===== src/rtl/serial_magnitude_comparator_pkg.sv =====
// Shared definitions for the bit-serial magnitude comparator:
// FSM state codes, two-bit decision codes and the unsigned bit-pair decision.
// Optional feature macro: CMP_SIGNED_EN (two's complement operands).
package serial_magnitude_comparator_pkg;

    // FSM state encodings
    localparam logic [1:0] S_IDLE    = 2'd0;
    localparam logic [1:0] S_COLLECT = 2'd1;
    localparam logic [1:0] S_RESULT  = 2'd2;

    // Running comparison decision
    localparam logic [1:0] DEC_EQ = 2'b00;
    localparam logic [1:0] DEC_GT = 2'b01;
    localparam logic [1:0] DEC_LT = 2'b10;

    // Decision for a single differing bit pair when both are weighted positively
    function automatic logic [1:0] unsigned_dec(input logic a, input logic b);
        return a ? DEC_GT : DEC_LT;
    endfunction

endpackage


===== src/rtl/serial_magnitude_comparator_cmp_bit_cell.sv =====
// cmp_bit_cell: combinational next-decision for one MSB-first bit pair.
// A decided (GT/LT) result is frozen; only an "equal so far" decision is updated.
// Optional feature macro: CMP_SIGNED_EN -- the first beat is a sign bit, so a
// differing first pair decides the opposite way from an ordinary bit.
module cmp_bit_cell
    import serial_magnitude_comparator_pkg::*;
(
    input  logic [1:0] prev_dec,
    input  logic       a,
    input  logic       b,
    input  logic       is_first,
    output logic [1:0] next_dec
);

`ifndef CMP_SIGNED_EN
    // The sign-bit position is irrelevant when every bit is unsigned.
    logic unused_first;
    assign unused_first = is_first;
`endif

    // Update the decision only while it is still undecided and the bits differ
    always_comb begin
        // NOTE: default assignment first so every path drives next_dec and no latch is inferred.
        next_dec = prev_dec;
        if (prev_dec == DEC_EQ && a != b) begin
`ifdef CMP_SIGNED_EN
            if (is_first) begin
                next_dec = a ? DEC_LT : DEC_GT;
            end else begin
                next_dec = unsigned_dec(a, b);
            end
`else
            next_dec = unsigned_dec(a, b);
`endif
        end
    end

endmodule


===== src/rtl/serial_magnitude_comparator.sv =====
// serial_magnitude_comparator: bit-serial MSB-first compare of A and B over a
// valid/ready beat stream, with a one-hot GT/EQ/LT result on a second
// valid/ready handshake. Frames longer than WIDTH beats are force-closed and
// flagged with frame_err.
// Optional feature macro: CMP_SIGNED_EN (two's complement operands).
module serial_magnitude_comparator
    import serial_magnitude_comparator_pkg::*;
#(
    parameter int WIDTH = 8,
    parameter int CNT_W = $clog2(WIDTH + 1)
) (
    input  logic             clk,
    input  logic             rst,
    input  logic             in_valid,
    output logic             in_ready,
    input  logic             in_a,
    input  logic             in_b,
    input  logic             in_last,
    output logic             res_valid,
    input  logic             res_ready,
    output logic             A_greater,
    output logic             A_equal,
    output logic             A_less,
    output logic [CNT_W-1:0] res_bits,
    output logic             frame_err
);

    logic [1:0]       state;
    logic [1:0]       decision;
    logic [CNT_W-1:0] cnt;
    logic             err_q;

    logic             accept;
    logic             is_first;
    logic [1:0]       prev_dec;
    logic [1:0]       cell_dec;
    logic [CNT_W-1:0] beat_num;
    logic             at_limit;
    logic             close_frame;

    // Handshake and frame-position terms for the current beat
    assign in_ready    = (state != S_RESULT);
    assign res_valid   = (state == S_RESULT);
    assign accept      = in_valid & in_ready;
    assign is_first    = (state == S_IDLE);
    // The first beat starts from "equal" regardless of the stale register value.
    assign prev_dec    = is_first ? DEC_EQ : decision;
    assign beat_num    = is_first ? CNT_W'(1) : cnt + CNT_W'(1);
    assign at_limit    = (beat_num == CNT_W'(WIDTH));
    assign close_frame = in_last | at_limit;

    cmp_bit_cell u_cell (
        .prev_dec (prev_dec),
        .a        (in_a),
        .b        (in_b),
        .is_first (is_first),
        .next_dec (cell_dec)
    );

    // FSM, beat counter and decision/error registers
    always_ff @(posedge clk) begin
        // NOTE: state registers use non-blocking assignments so all updates see pre-edge values.
        if (rst) begin
            state    <= S_IDLE;
            decision <= DEC_EQ;
            cnt      <= '0;
            err_q    <= 1'b0;
        end else begin
            case (state)
                S_IDLE, S_COLLECT: begin
                    if (accept) begin
                        decision <= cell_dec;
                        cnt      <= beat_num;
                        if (close_frame) begin
                            state <= S_RESULT;
                            err_q <= ~in_last;
                        end else begin
                            state <= S_COLLECT;
                        end
                    end
                end
                S_RESULT: begin
                    if (res_ready) begin
                        state    <= S_IDLE;
                        decision <= DEC_EQ;
                        cnt      <= '0;
                        err_q    <= 1'b0;
                    end
                end
                default: begin
                    state    <= S_IDLE;
                    decision <= DEC_EQ;
                    cnt      <= '0;
                    err_q    <= 1'b0;
                end
            endcase
        end
    end

    // Result outputs are gated by res_valid so they read 0 outside S_RESULT
    assign A_greater = res_valid & (decision == DEC_GT);
    assign A_equal   = res_valid & (decision == DEC_EQ);
    assign A_less    = res_valid & (decision == DEC_LT);
    assign res_bits  = res_valid ? cnt : '0;
    assign frame_err = res_valid & err_q;

endmodule


===== config.mk =====
export PLATFORM = sky130hd
export DESIGN_NAME = serial_magnitude_comparator
export DESIGN_NICKNAME = d
export VERILOG_FILES = /design/src/rtl/serial_magnitude_comparator_pkg.sv /design/src/rtl/serial_magnitude_comparator_cmp_bit_cell.sv /design/src/rtl/serial_magnitude_comparator.sv
export SDC_FILE = /design/constraint.sdc
export NUM_CORES = 1
export LEC_CHECK = 0
export CAP_MARGIN = 20
export CORE_UTILIZATION = 40
export CTS_CLUSTER_DIAMETER = 150
export DETAILED_ROUTE_END_ITERATION = 16
export PLACE_DENSITY_LB_ADDON = 0.05
export SYNTH_ARGS = -nofsm -noshare
export SYNTH_HDL_FRONTEND = slang
export SYNTH_SLANG_ARGS = --single-unit

===== constraint.sdc =====
create_clock -name clk -period 2.2 [get_ports clk]
set_clock_uncertainty 0.05 [all_clocks]
set_input_delay 0.33 -clock clk [delete_from_list [all_inputs] [get_ports clk]]
set_output_delay 0.33 -clock clk [all_outputs]
set_load 0.05 [all_outputs]

==> metrics.cfg, run 1 <==
[synthesis]
syn_avg_cell_area_sq_um=8.106
synth-seq-cells=9
syn-num-nets=79
postSynthCellCount=71
seq_area_frac_synth_pct=31.30
dominantRegCellSynth=dfxtp_1
ys.warnings.count=0
synth_cell_types=33
syn_area_sq_um=575.6
synth_edf_count=0
async_reset_ff_share_pct=0

[sta]
slew_viol_final=0
whs_ps=430.3
tightest_slew_ps=439.5
finalSetupViolations=0
relSlewSlack_pct=70.66
fin_tns_setup_ps=0
finalCritPeriodShare_pct=88.02
rsz0062_at_grt=false
finalHoldViolations=0
worst_slack_ps=263.5
post-route-min-period_ps=1936
fmax_mhz=516.4

[worst_setup_path]
cp-end-kind=primary output
rr_startpoint=state[1]
cp.required_ps=1820
crit_fanout=9
critPathKind=flop to primary output
r2r_end=cnt[0]
startpoint=state[0]
ff2ff_path_depth=4
ff2ff_setup_slack_ps=430
crit_arrival_ps=1560
cp-start-kind=flop

[floorplan]
die_x_microns=39.93
rows=13
io_pins=17
die_h_microns=39.93
start_util_pct=43.68
core_sq_um=1318
die_area_sq_um=1594

[place]
placed_cells=100
pre_cts_ws_ps=281.9
hpwlAfterDp_microns=955.5
io_buffers=16
placed_cell_area_sq_um=726.9
place.gp.congestion=0.7643

[drt]
avgViaCountPerCell=5.327
num_vias=554
postRouteAntennaNets=0
detail_route.iter0.violations=13
drc=0
dr.pass1.iters=4
wl_per_cell_microns=12.52
wirelength_microns=1302

[flow_run]
maxCapViolCount=0

[power_and_ir_drop]
p_per_area_nw_per_um2=500.9
ir_worst_vdd_mv=0.2137
p_int_uw=267.7
p_leak_nw=0.2914
total_power_uw=377.3
switchingPower_uw=109.6
p_clk_share_pct=34.3
switching_share_pct=29.06
pwr-share-seq_pct=47.6
p_comb_share_pct=18.0

[cells_and_area]
nFillCells=135
final_nets=98
mostFrequentLayoutCell=buf_4
final_core_util_pct=57.17
final_cell_mix=buf_4, dfxtp_1, nor2_1
antenna_cells=0
multi_input_area_sq_um=381.6
seqCellArea_sq_um=180.2
drive_above_1_share_pct=24.72
final_area_sq_um=753.2
areaGrowthSynthToFinish_pct=30.87
instances_no_fill=104

[global_routing]
grt_antenna_before_repair=0
grt_max_degree=15
grt_pass1_wl_microns=2201
grt_pass1_vias=503
grt_overflow_total=0
track_usage_pct=20.61

[clock_network]
cts_buffers=3
cts_sinks=9
cts-root-buf=clkbuf_4
cts_resized=0
htreeDepth=1
clk-insertion-delay-late_ps=250
hold_buffers=0
clockBufferDepth=2
clkTransAtPathRegs_ps=70
cts_tree=done
cts_setup_buffers=0

[min_path]
hold_class=flop to flop
hp-start=cnt[3]
hold_path_end=cnt[3]
min_path_cells=2

[outcome]
status=finished clean

-- synth_stat cells, types with 2 or more instances --
cell type,count,area share (%)
xor2_1,2,3.0
nor3b_1,3,3.9
dfxtp_1,9,31
mux2i_1,2,3.5
nand3b_1,2,2.6
nand2b_1,3,3.3
and2_1,4,4.3
nand2_1,6,3.9
nor3_1,2,1.7
o21ai_0,4,3.5
a21oi_1,5,4.3
nor2_1,7,4.6
inv_1,2,1.3
-- layer usage --
layer  share of wire [%]  GRT usage [%]
met1                  48          28.18
met5                   0              0
met3                 7.0          3.333
met2                  44          32.26
met4                 1.3          7.759
-- final cells by class --
class / instances / share of cell area (%)
inverters: 2 / 1.495
multi-input cells: 58 / 50.66
clock buffers: 4 / 3.488
flip-flops and latches: 9 / 23.92
repair buffers: 16 / 17.94
well taps: 15 / 2.492
-- power groups by stage --
stage               sequential, mW  combinational (mW)  clock (mW)
floorplan                    0.179              0.0462           0
global placement             0.183              0.0670           0
detailed placement           0.183              0.0679           0
CTS                          0.179              0.0679       0.133
global route                 0.182              0.0757       0.139
finish                       0.180              0.0681       0.129
-- logic make-up (layout without fill, tap and decap cells) --
family	after synthesis	after routing	share of synthesized area, %
AOI/OAI and AO/OA	15	15	17.39
and+or+nand+nor	38	38	39.79
adders and majority gates	1	1	2.174
muxes	2	2	3.478
xor gates and xnor gates	2	2	3.044
buffers and inverters	4	22	2.825
DFF	9	9	31.30
-- registers in the layout, summed over array words and instances (netlist names) --
signal and flops:
cnt 4, decision 2, state 2, err_q 1
-- critical path, cell delays in order (launching register included) --
cell and delay, ps:
dfxtp_1 450, inv_1 150, nand2_2 160, clkinvlp_4 160, and2_2 210, buf_4 180
-- how the worst max path moves through the flow --
stage	depth (start not counted)	endpoint	slack, ps
after detailed placement	5	cnt[3]	280
final	5	res_bits[2]	260
after CTS	5	res_bits[2]	260
after floorplan	3	A_greater	-300
after global routing	5	res_bits[2]	100
after global placement	5	cnt[3]	310
Power figures use the tool's default switching activity.
==> run 2: changes to the inputs <==
Settings changed: CELL_PAD_IN_SITES_DETAIL_PLACEMENT set to 0, CELL_PAD_IN_SITES_GLOBAL_PLACEMENT set to 1, CORE_UTILIZATION 40 to 32.
==> metrics.cfg, run 2 (synthesized netlist as in run 1, its figures left out) <==
[outcome]
status=finished clean  ; unchanged

[floorplan]
die_area_sq_um=1972  ; was 1594 sq um
die_h_microns=44.41  ; was 39.93 microns
rows=14  ; was 13
die_x_microns=44.41  ; was 39.93 microns
io_pins=17  ; unchanged
start_util_pct=36.11  ; was 43.68%
core_sq_um=1594  ; was 1318 sq um

[sta]
tightest_slew_ps=446.4  ; was 439.5 ps
worst_slack_ps=233.7  ; was 263.5 ps
finalHoldViolations=0  ; unchanged
rsz0062_at_grt=false  ; unchanged
finalCritPeriodShare_pct=89.38  ; was 88.02%
fmax_mhz=508.6  ; was 516.4 MHz
finalSetupViolations=0  ; unchanged
post-route-min-period_ps=1966  ; was 1936 ps
slew_viol_final=0  ; unchanged
relSlewSlack_pct=70.20  ; was 70.66%

[cells_and_area]
final_nets=99  ; was 98
largest_reg_flops=4  ; unchanged
antenna_cells=0  ; unchanged
instances_no_fill=114  ; was 104
drive_above_1_share_pct=25.56  ; was 24.72%
final_area_sq_um=822.0  ; was 753.2 sq um
final_core_util_pct=51.57  ; was 57.17%
top_regs=cnt: 4 flops, decision: 2 flops, state: 2 flops  ; unchanged
nFillCells=159  ; was 135
areaGrowthSynthToFinish_pct=42.83  ; was 30.87%
mostFrequentLayoutCell=dfxtp_1  ; was buf_4
final_cell_mix=dfxtp_1, nor2_1, buf_4  ; was buf_4, dfxtp_1, nor2_1
largest_register=cnt  ; unchanged

[place]
place.gp.congestion=0.8056  ; was 0.7643
placed_cells=110  ; was 100
pre_cts_ws_ps=307.3  ; was 281.9 ps
io_buffers=16  ; unchanged
hpwlAfterDp_microns=1059  ; was 955.5 microns
placed_cell_area_sq_um=795.8  ; was 726.9 sq um

[worst_setup_path]
cp.buffers_inverters=3  ; unchanged
slowest_stage=dfxtp_1  ; unchanged
cp-start-kind=flop  ; unchanged
critPathMaxStageDelay_ps=460  ; was 450 ps
cp_cell_sequence=inv_1 > nand2_2 > clkinvlp_4 > and2_2 > buf_12  ; was inv_1 > nand2_2 > clkinvlp_4 > and2_2 > buf_4
cp_top_family=flip-flops  ; was buffers and inverters
crit_arrival_ps=1590  ; was 1560 ps
crit_fanout=9  ; unchanged
cp-end-kind=primary output  ; unchanged
cp.required_ps=1820  ; about the same
critPathKind=flop to primary output  ; unchanged

[clock_network]
cts_resized=0  ; unchanged
hold_buffers=0  ; unchanged
cts_tree=done  ; unchanged
cts_sinks=9  ; unchanged
htreeDepth=1  ; unchanged
clk-insertion-delay-late_ps=270  ; was 250 ps
cts_buffers=3  ; unchanged
clkTransAtPathRegs_ps=70  ; about the same
cts_setup_buffers=0  ; unchanged
clockBufferDepth=2  ; unchanged
cts-root-buf=clkbuf_4  ; unchanged

[power_and_ir_drop]
p_leak_nw=0.3070  ; was 0.2914 nW
total_power_uw=384.4  ; was 377.3 uW
pwr-share-seq_pct=46.8  ; was 47.6%
switchingPower_uw=114.1  ; was 109.6 uW
p_per_area_nw_per_um2=467.6  ; was 500.9 nW/um^2
ir_worst_vdd_mv=0.2424  ; was 0.2137 mV
p_int_uw=270.3  ; was 267.7 uW
p_clk_share_pct=34.6  ; was 34.3%
switching_share_pct=29.69  ; was 29.06%
p_comb_share_pct=18.6  ; was 18.0%

[drt]
avgViaCountPerCell=4.965  ; was 5.327
wl_met1_microns=717  ; was 624 microns
postRouteAntennaNets=0  ; unchanged
dr.pass1.iters=4  ; unchanged
wirelength_microns=1468  ; was 1302 microns
met2_wirelength_microns=661  ; was 569 microns
detail_route.iter0.violations=13  ; unchanged
top_layer_used=met4  ; unchanged
met3_wirelength_microns=60  ; was 91 microns
drc=0  ; unchanged
wl_per_cell_microns=12.88  ; was 12.52 microns
num_vias=566  ; was 554

[global_routing]
grt_pass1_vias=529  ; was 503
grt_overflow_total=0  ; unchanged
grt_pass1_wl_microns=2421  ; was 2201 microns
grt_antenna_before_repair=0  ; unchanged
track_usage_pct=17.28  ; was 20.61%
grt_max_degree=15  ; unchanged

[min_path]
hold_class=flop to flop  ; unchanged

[flow_run]
maxCapViolCount=0  ; unchanged

run 2: cell count changes in the layout (fill, tap and decap cells not counted), sizes merged:
cell	change
buf	+1
run 2: path summary, 6_finish.rpt:
path         depth (start not counted)     start  slack (ps)     endpoint
max                                  5  state[0]         230  res_bits[2]
min                                  2    cnt[3]         440       cnt[3]
max reg2reg                          4  state[1]         440       cnt[0]
min reg2reg                          2    cnt[3]         440       cnt[3]
run 2: layout make-up:
| class | instances | area (sq um) | share of cell area, % |
|---|---|---|---|
| clock buffer | 4 | 26.28 | 3.196 |
| inverter | 2 | 11.26 | 1.370 |
| multi-input combinational | 58 | 381.6 | 46.42 |
| sequential | 9 | 180.2 | 21.92 |
| tap | 24 | 30.03 | 3.653 |
| timing repair buffer | 17 | 192.7 | 23.44 |
run 2: stage by stage:
stage / setup TNS, ps / hold slack, ps
after detailed placement: 0 / 428.8
final: 0 / 437.9
after global placement: 0 / 429.2
after floorplan: -785.8 / 402.0
after global routing: 0 / 477.9
after CTS: 0 / 438.6
run 2: worst min-delay path, delay by kind of cell, from the launching register on:
family | cells | cell delay [ps]
compound gates | 1 | 50
simple gates | 1 | 60
flops | 1 | 330
run 2: routing by layer:
metal / track usage, % / vias to the layer above
met3: 3.673 / 4
met2: 27.65 / 16
met5: 0 / -
met4: 9.091 / 0
met1: 21.70 / 255
li1: - / 291
run 2: power groups by stage:
stage | logic, mW | clock network, mW | registers (mW)
floorplan | 0.0462 | 0 | 0.179
global placement | 0.0704 | 0 | 0.184
detailed placement | 0.0718 | 0 | 0.183
CTS | 0.0721 | 0.132 | 0.180
global route | 0.0785 | 0.142 | 0.182
finish | 0.0716 | 0.133 | 0.180
==> run 3: changes to the inputs <==
Settings changed: SLEW_MARGIN set to 20.
==> results of run 3 <==
The final DEF is identical to that of run 2; final timing and power are the same.
